**src/rtl/core_pkg.sv**
```systemverilog
// Shared writeback types: widths, the result entry carried from the functional
// units to the register file, and the source index order used for arbitration.
package core_pkg;

   localparam int PREG_W = 7;
   localparam int DATA_W = 32;
   localparam int ROB_W  = 4;

   localparam int N_SRC  = 3;
   localparam int N_PORT = 2;

   typedef struct packed {
      logic [PREG_W-1:0] rd;
      logic [DATA_W-1:0] data;
      logic [ROB_W-1:0]  rob;
   } wb_entry_t;

   // Enumeration order is the age/priority order among same-cycle results.
   typedef enum logic [1:0] {
      SRC_MEM  = 2'd0,
      SRC_ALU1 = 2'd1,
      SRC_ALU2 = 2'd2
   } src_idx_t;

endpackage

```
**src/rtl/wb_fifo.sv**
```systemverilog
// Overflow buffer for the writeback arbiter: circular buffer accepting up to
// three pushes and two pops per cycle. Head and head+1 are exposed so the
// arbiter can grant the two oldest buffered results ahead of new arrivals.
module wb_fifo
   import core_pkg::*;
#(
   parameter int DEPTH = 4,
   parameter int CNT_W = $clog2(DEPTH + 1)
) (
   input  logic             clk,
   input  logic             reset_n,
   input  logic             flush,
   input  logic [1:0]       push_cnt,
   input  wb_entry_t        push_ent [N_SRC],
   input  logic [1:0]       pop_cnt,
   output wb_entry_t        head,
   output wb_entry_t        head_nxt,
   output logic [CNT_W-1:0] count
);

   localparam int PTR_W = (DEPTH > 1) ? $clog2(DEPTH) : 1;

   wb_entry_t        mem [DEPTH];
   logic [PTR_W-1:0] rd_ptr;
   logic [PTR_W-1:0] wr_ptr;

   // Pointers wrap modulo DEPTH so non-power-of-two depths also work.
   function automatic logic [PTR_W-1:0] wrap(input logic [PTR_W-1:0] ptr, input int inc);
      return PTR_W'((int'(ptr) + inc) % DEPTH);
   endfunction

   // Payload storage: pushes land at consecutive slots starting at wr_ptr.
   always_ff @(posedge clk) begin
      if (!flush) begin
         for (int k = 0; k < N_SRC; k++) begin
            if (k < int'(push_cnt)) begin
               mem[wrap(wr_ptr, k)] <= push_ent[k];
            end
         end
      end
   end

   // Pointer and occupancy update; pops and pushes can happen together.
   always_ff @(posedge clk or negedge reset_n) begin
      if (!reset_n) begin
         rd_ptr <= '0;
         wr_ptr <= '0;
         count  <= '0;
      end else if (flush) begin
         rd_ptr <= '0;
         wr_ptr <= '0;
         count  <= '0;
      end else begin
         rd_ptr <= wrap(rd_ptr, int'(pop_cnt));
         wr_ptr <= wrap(wr_ptr, int'(push_cnt));
         count  <= count - CNT_W'(pop_cnt) + CNT_W'(push_cnt);
      end
   end

   assign head     = mem[rd_ptr];
   assign head_nxt = mem[wrap(rd_ptr, 1)];

   a_no_underflow : assert property (@(posedge clk) disable iff (!reset_n)
      !flush |-> (int'(pop_cnt) <= int'(count)));

   a_no_overflow : assert property (@(posedge clk) disable iff (!reset_n)
      !flush |-> ((int'(count) - int'(pop_cnt) + int'(push_cnt)) <= DEPTH));

endmodule

```
**src/rtl/wb_arbiter.sv**
```systemverilog
// Writeback arbiter: merges results from MEM, ALU1 and ALU2 onto the two
// register-file write ports in age order. Buffered results are always older
// than new arrivals, so FIFO head entries are granted first; whatever does not
// fit on the two ports is pushed into the overflow FIFO. Outputs are registered.
module wb_arbiter
   import core_pkg::*;
#(
   parameter int DEPTH  = 4,
   parameter int PREG_W = core_pkg::PREG_W,
   parameter int DATA_W = core_pkg::DATA_W,
   parameter int ROB_W  = core_pkg::ROB_W
) (
   input  logic                  clk,
   input  logic                  reset_n,
   input  logic                  flush,
   input  logic [2:0]            src_valid,
   output logic                  src_ready,
   input  logic [3*PREG_W-1:0]   src_rd,
   input  logic [3*DATA_W-1:0]   src_data,
   input  logic [3*ROB_W-1:0]    src_rob,
   output logic [1:0]            wb_en,
   output logic [1:0]            wb_cmp,
   output logic [2*PREG_W-1:0]   wb_rd,
   output logic [2*DATA_W-1:0]   wb_data,
   output logic [2*ROB_W-1:0]    wb_rob
);

   // Entry layout comes from core_pkg; the width parameters exist for port
   // sizing and are expected to stay at their package defaults.
   localparam int CNT_W  = $clog2(DEPTH + 1);
   localparam int N_CAND = 2 + N_SRC;

   logic [CNT_W-1:0] fifo_count;
   wb_entry_t        fifo_head;
   wb_entry_t        fifo_head_nxt;

   wb_entry_t        src_ent  [N_SRC];
   logic [N_SRC-1:0] src_acc;

   wb_entry_t        cand     [N_CAND];
   logic [2:0]       n_cand;
   logic [1:0]       pop_cnt;
   logic [1:0]       push_cnt;
   wb_entry_t        push_ent [N_SRC];
   logic [N_PORT-1:0] grant;

   wb_entry_t        out_q    [N_PORT];

   // Ready depends only on registered occupancy: three free slots cover the
   // worst case of all sources arriving while nothing drains from the FIFO.
   assign src_ready = (int'(fifo_count) <= (DEPTH - 3));

   // Unpack the flat source buses and qualify each source with the handshake.
   always_comb begin
      for (int i = 0; i < N_SRC; i++) begin
         src_ent[i].rd   = src_rd[i*PREG_W +: PREG_W];
         src_ent[i].data = src_data[i*DATA_W +: DATA_W];
         src_ent[i].rob  = src_rob[i*ROB_W +: ROB_W];
      end
      src_acc = src_valid & {N_SRC{src_ready}};
   end

   // Build the age-ordered candidate list, grant the first two, push the rest.
   always_comb begin
      for (int c = 0; c < N_CAND; c++) begin
         cand[c] = '0;
      end
      n_cand  = 3'd0;
      pop_cnt = 2'd0;

      if (int'(fifo_count) >= 1) begin
         cand[0] = fifo_head;
         n_cand  = 3'd1;
         pop_cnt = 2'd1;
      end
      if (int'(fifo_count) >= 2) begin
         cand[1] = fifo_head_nxt;
         n_cand  = 3'd2;
         pop_cnt = 2'd2;
      end

      for (int i = int'(SRC_MEM); i <= int'(SRC_ALU2); i++) begin
         if (src_acc[i]) begin
            cand[n_cand] = src_ent[i];
            n_cand       = n_cand + 3'd1;
         end
      end

      grant[0] = (n_cand >= 3'd1);
      grant[1] = (n_cand >= 3'd2);
      push_cnt = (n_cand > 3'd2) ? 2'(n_cand - 3'd2) : 2'd0;
      for (int k = 0; k < N_SRC; k++) begin
         push_ent[k] = cand[k+2];
      end

      // A squash discards both the buffered results and this cycle's arrivals.
      if (flush) begin
         grant    = '0;
         pop_cnt  = 2'd0;
         push_cnt = 2'd0;
      end
   end

   wb_fifo #(
      .DEPTH (DEPTH),
      .CNT_W (CNT_W)
   ) u_fifo (
      .clk      (clk),
      .reset_n  (reset_n),
      .flush    (flush),
      .push_cnt (push_cnt),
      .push_ent (push_ent),
      .pop_cnt  (pop_cnt),
      .head     (fifo_head),
      .head_nxt (fifo_head_nxt),
      .count    (fifo_count)
   );

   // Register the granted entries; idle ports keep their last payload.
   always_ff @(posedge clk or negedge reset_n) begin
      if (!reset_n) begin
         wb_cmp   <= '0;
         wb_en    <= '0;
         out_q[0] <= '0;
         out_q[1] <= '0;
      end else begin
         for (int p = 0; p < N_PORT; p++) begin
            wb_cmp[p] <= grant[p];
            wb_en[p]  <= grant[p] && (cand[p].rd != '0);
            if (grant[p]) begin
               out_q[p] <= cand[p];
            end
         end
      end
   end

   assign wb_rd   = {out_q[1].rd,   out_q[0].rd};
   assign wb_data = {out_q[1].data, out_q[0].data};
   assign wb_rob  = {out_q[1].rob,  out_q[0].rob};

   // Renaming hands out unique pregs, so both ports never write the same one.
   a_unique_preg : assert property (@(posedge clk) disable iff (!reset_n)
      ((wb_cmp == 2'b11) && (out_q[0].rd != '0)) |-> (out_q[0].rd != out_q[1].rd));

endmodule

```
**config.mk**
```make
export PLATFORM = sky130hd
export DESIGN_NAME = wb_arbiter
export DESIGN_NICKNAME = d
export VERILOG_FILES = /design/src/rtl/core_pkg.sv /design/src/rtl/wb_fifo.sv /design/src/rtl/wb_arbiter.sv
export SDC_FILE = /design/constraint.sdc
export NUM_CORES = 1
export LEC_CHECK = 0
export BUFFER_PORTS_ARGS = -buffer_cell sky130_fd_sc_hd__clkbuf_2
export CORE_ASPECT_RATIO = 0.8
export CORE_MARGIN = 5
export CORE_UTILIZATION = 40
export DETAILED_ROUTE_END_ITERATION = 12
export SYNTH_ARGS = -nofsm -noshare
export SYNTH_HDL_FRONTEND = slang
export SYNTH_HIERARCHICAL = 1
export SYNTH_SLANG_ARGS = --single-unit
```
**constraint.sdc**
```tcl
create_clock -name clk -period 8.91 [get_ports clk]
set_input_delay 1.782 -clock clk [delete_from_list [all_inputs] [get_ports clk]]
set_output_delay 1.782 -clock clk [all_outputs]
set_load 0.01 [all_outputs]
```
==> flow_summary.toml <==
[outcome]
status = "finished clean"

[logic_synthesis]
synth-seq-cells = 269
synthArstFlopShare_pct = 36.06
yosys.area_share.simple_pct = 15.82
synth_top_family_by_area = "multiplexers"
synth_xor_area_share_pct = 0.6351
seq_area_frac_synth_pct = 42.82
synth_cell_types = 62
netlist_area_um2 = 17730
yosysWarnings = 6
synthFlopType = "edfxtp_1"
synth_cells = 1740
synthAdderAreaFrac_pct = 0.7692
synth.area.mux_share_pct = 18.57
syn_avg_cell_area_um2 = 10.19
synth_edf_count = 172
synth_compound_area_share_pct = 15.98

[grt]
grt_pass1_wl_um = 95650
overflow = 0
antenna_found_initial = 0
grt_max_degree = 78
grt_pass1_vias = 15870
grtUsageTotal_pct = 25.02

[routing]
viasPerCell = 5.923
dr.first_iter.drc_count = 1796
wl_met2_um = 27950
route.met3.wl_um = 5576
top_layer_used = "met4"
num_vias = 15750
wl_per_cell_um = 23.52
wl_met1_um = 27570
ant_nets = 0
drt_pass1_iterations = 6
drt-total-wl_um = 62540
drc = 0

[layout]
multi_input_area_um2 = 9990
final_cell_area_um2 = 20940
final_cells = 2659
final_util_pct = 47.46
num_antenna_cells = 0
final_nets = 2173
layout-drive-gt1-share_pct = 21.30
final_cell_mix = "nand2_1 (279), clkbuf_2 (224), nor3_1 (172), conb_1 (172), edfxtp_1 (172)"
area.growth.synth_to_final_pct = 18.09
layout_commonest_cell = "nand2_1"
fillers = 4120
regArea_um2 = 7600

[clock_network]
clock_path_buffers = 3
numCtsBuffers = 34
cts_root_buf = "clkbuf_16"
cts_resized = 0
htree_levels = 2
clk_pin_slew_worst_paths_ps = 60
clkSinkCount = 269
cts_tree = "built"
postCtsHoldBufs = 0
clk_latency_ps = 530
post_cts_buffers = 0

[worst_setup_path]
critPathMaxStageDelay_ps = 690
critPathKind = "input pin to register"
crit_required_ps = 9160
crit_arrival_ps = 6670
path_delay_family = "simple AND/OR/NAND/NOR gates"
cp_slowest_cell = "or2_2"
critPathCaptureType = "register"
path_max_fanout = 56
path_cells = "clkbuf_2, xnor2_1, nor2_1, ha_1, nand2_1, o211ai_1, ha_1, mux2_2, o31ai_4, nor2_1, nand2b_4, or2_2, buf_4, a21oi_1"
crit_buf_inv = 2
startpoint_type = "input pin"

[worst_hold_path]
min_path_type = "register to register"

[timing]
tns_ps = 0
rsz0062_at_grt = "no"
max_freq_ghz = 0.1559
max-slew-margin-rel_pct = 13.37
finalSetupViolCount = 0
tightestPinTransition_ps = 1298
hold_viol = 0
min_period_ps = 6414
fin_skew_ps = 20.02
drv_slew = 0
fin_crit_sh_pct = 71.99

[place]
dpl.hpwl_um = 40420
place_area_um2 = 19850
place.gp.congestion = 0.8530
placed_cells = 2597
port-buffer-count = 225

[floorplanning]
dieHeight_um = 198.3
die_area_um2 = 48660
initial_core_util_pct = 40.19
rows = 69
dieWidth_um = 245.4
num_io_pins = 226
core_area_um2 = 44120

[job]
maxCapViolCount = 0

[pwr]
finalPower_w = 0.006033
vdd_ir_drop_max_v = 0.0002119
leakage_nw = 7.390
p_per_area_nw_per_um2 = 288.1
-- power by group --
part           switching (W)  internal [W]
clock network       0.000554      0.000824
logic                0.00168       0.00108
registers           0.000209       0.00169
total                0.00244       0.00359
-- worst paths after layout --
path | depth (start not counted) | slack (ps) | endpoint | startpoint
setup / recovery | 14 | 2500 | u_fifo/mem[3][20] | src_valid[0]
hold / removal | 1 | 490 | wb_rob[0] | wb_rob[0]
setup reg to reg | 14 | 3310 | u_fifo/mem[3][20] | u_fifo/count[2]
hold reg to reg | 1 | 490 | wb_rob[0] | wb_rob[0]
max in group asynchronous | 2 | 6390 | u_fifo/rd_ptr[0] | reset_n
min in group asynchronous | 1 | 1240 | wb_rd[0] | reset_n
-- synthesized netlist by cell type (3+ instances only) --
library cell | instances | area share [%]
a31oi_1 | 122 | 4.3
edfxtp_1 | 172 | 29
nand3_1 | 6 | 0.17
a221o_1 | 3 | 0.17
ha_1 | 6 | 0.42
mux2i_1 | 87 | 4.9
or2_1 | 3 | 0.11
mux4_2 | 86 | 11
mux2_2 | 3 | 0.19
buf_2 | 32 | 0.90
mux2_1 | 40 | 2.5
nand2_1 | 280 | 5.9
o21ai_0 | 49 | 1.4
a21oi_1 | 89 | 2.5
and2_1 | 44 | 1.6
clkbuf_1 | 115 | 2.4
nor4bb_1 | 4 | 0.23
nor3_1 | 174 | 4.9
o221ai_1 | 4 | 0.20
buf_4 | 14 | 0.59
inv_1 | 15 | 0.32
a22o_1 | 47 | 2.3
a221oi_1 | 42 | 2.1
a22oi_1 | 5 | 0.21
a222oi_1 | 36 | 2.0
dfrtp_1 | 97 | 14
xor2_1 | 3 | 0.15
nor2b_1 | 5 | 0.18
buf_6 | 15 | 0.95
buf_1 | 8 | 0.17
nor2_1 | 86 | 1.8
xnor2_1 | 7 | 0.35
-- metal layers --
metal,GRT usage [%],vias up
met5,0,-
met4,7.023,0
met3,4.818,100
met2,38.93,801
met1,36.10,7758
li1,-,7091
-- cell type report --
type	count	area share, %
Tap cell	603	3.603
Inverter	16	0.2868
Multi-Input combinational cell	1442	47.71
Timing Repair Buffer	267	6.896
Sequential cell	269	36.30
Clock inverter	5	0.2331
Clock buffer	57	4.972
-- per-stage QoR --
| stage | setup WS, ps | hold WS, ps |
|---|---|---|
| global route | 2273 | 500.3 |
| global placement | 2153 | 472.8 |
| finish | 2496 | 489.1 |
| floorplan | 868.9 | 514.0 |
| detailed placement | 2064 | 480.2 |
| CTS | 2610 | 492.7 |
-- flip-flops by register name, summed over array words and instances (netlist names) --
register       count
u_fifo/count       3
u_fifo/mem       172
u_fifo/rd_ptr      2
u_fifo/wr_ptr      2
wb_cmp             2
wb_data           64
wb_en              2
wb_rd             14
wb_rob             8
-- logic make-up after synthesis --
family / after synthesis
compound gates: 410
xor+xnor: 11
fa+ha+maj: 10
buf+inv: 200
flops: 269
mux: 216
other cells: 1
simple gates: 623
Power figures use the tool's default switching activity.
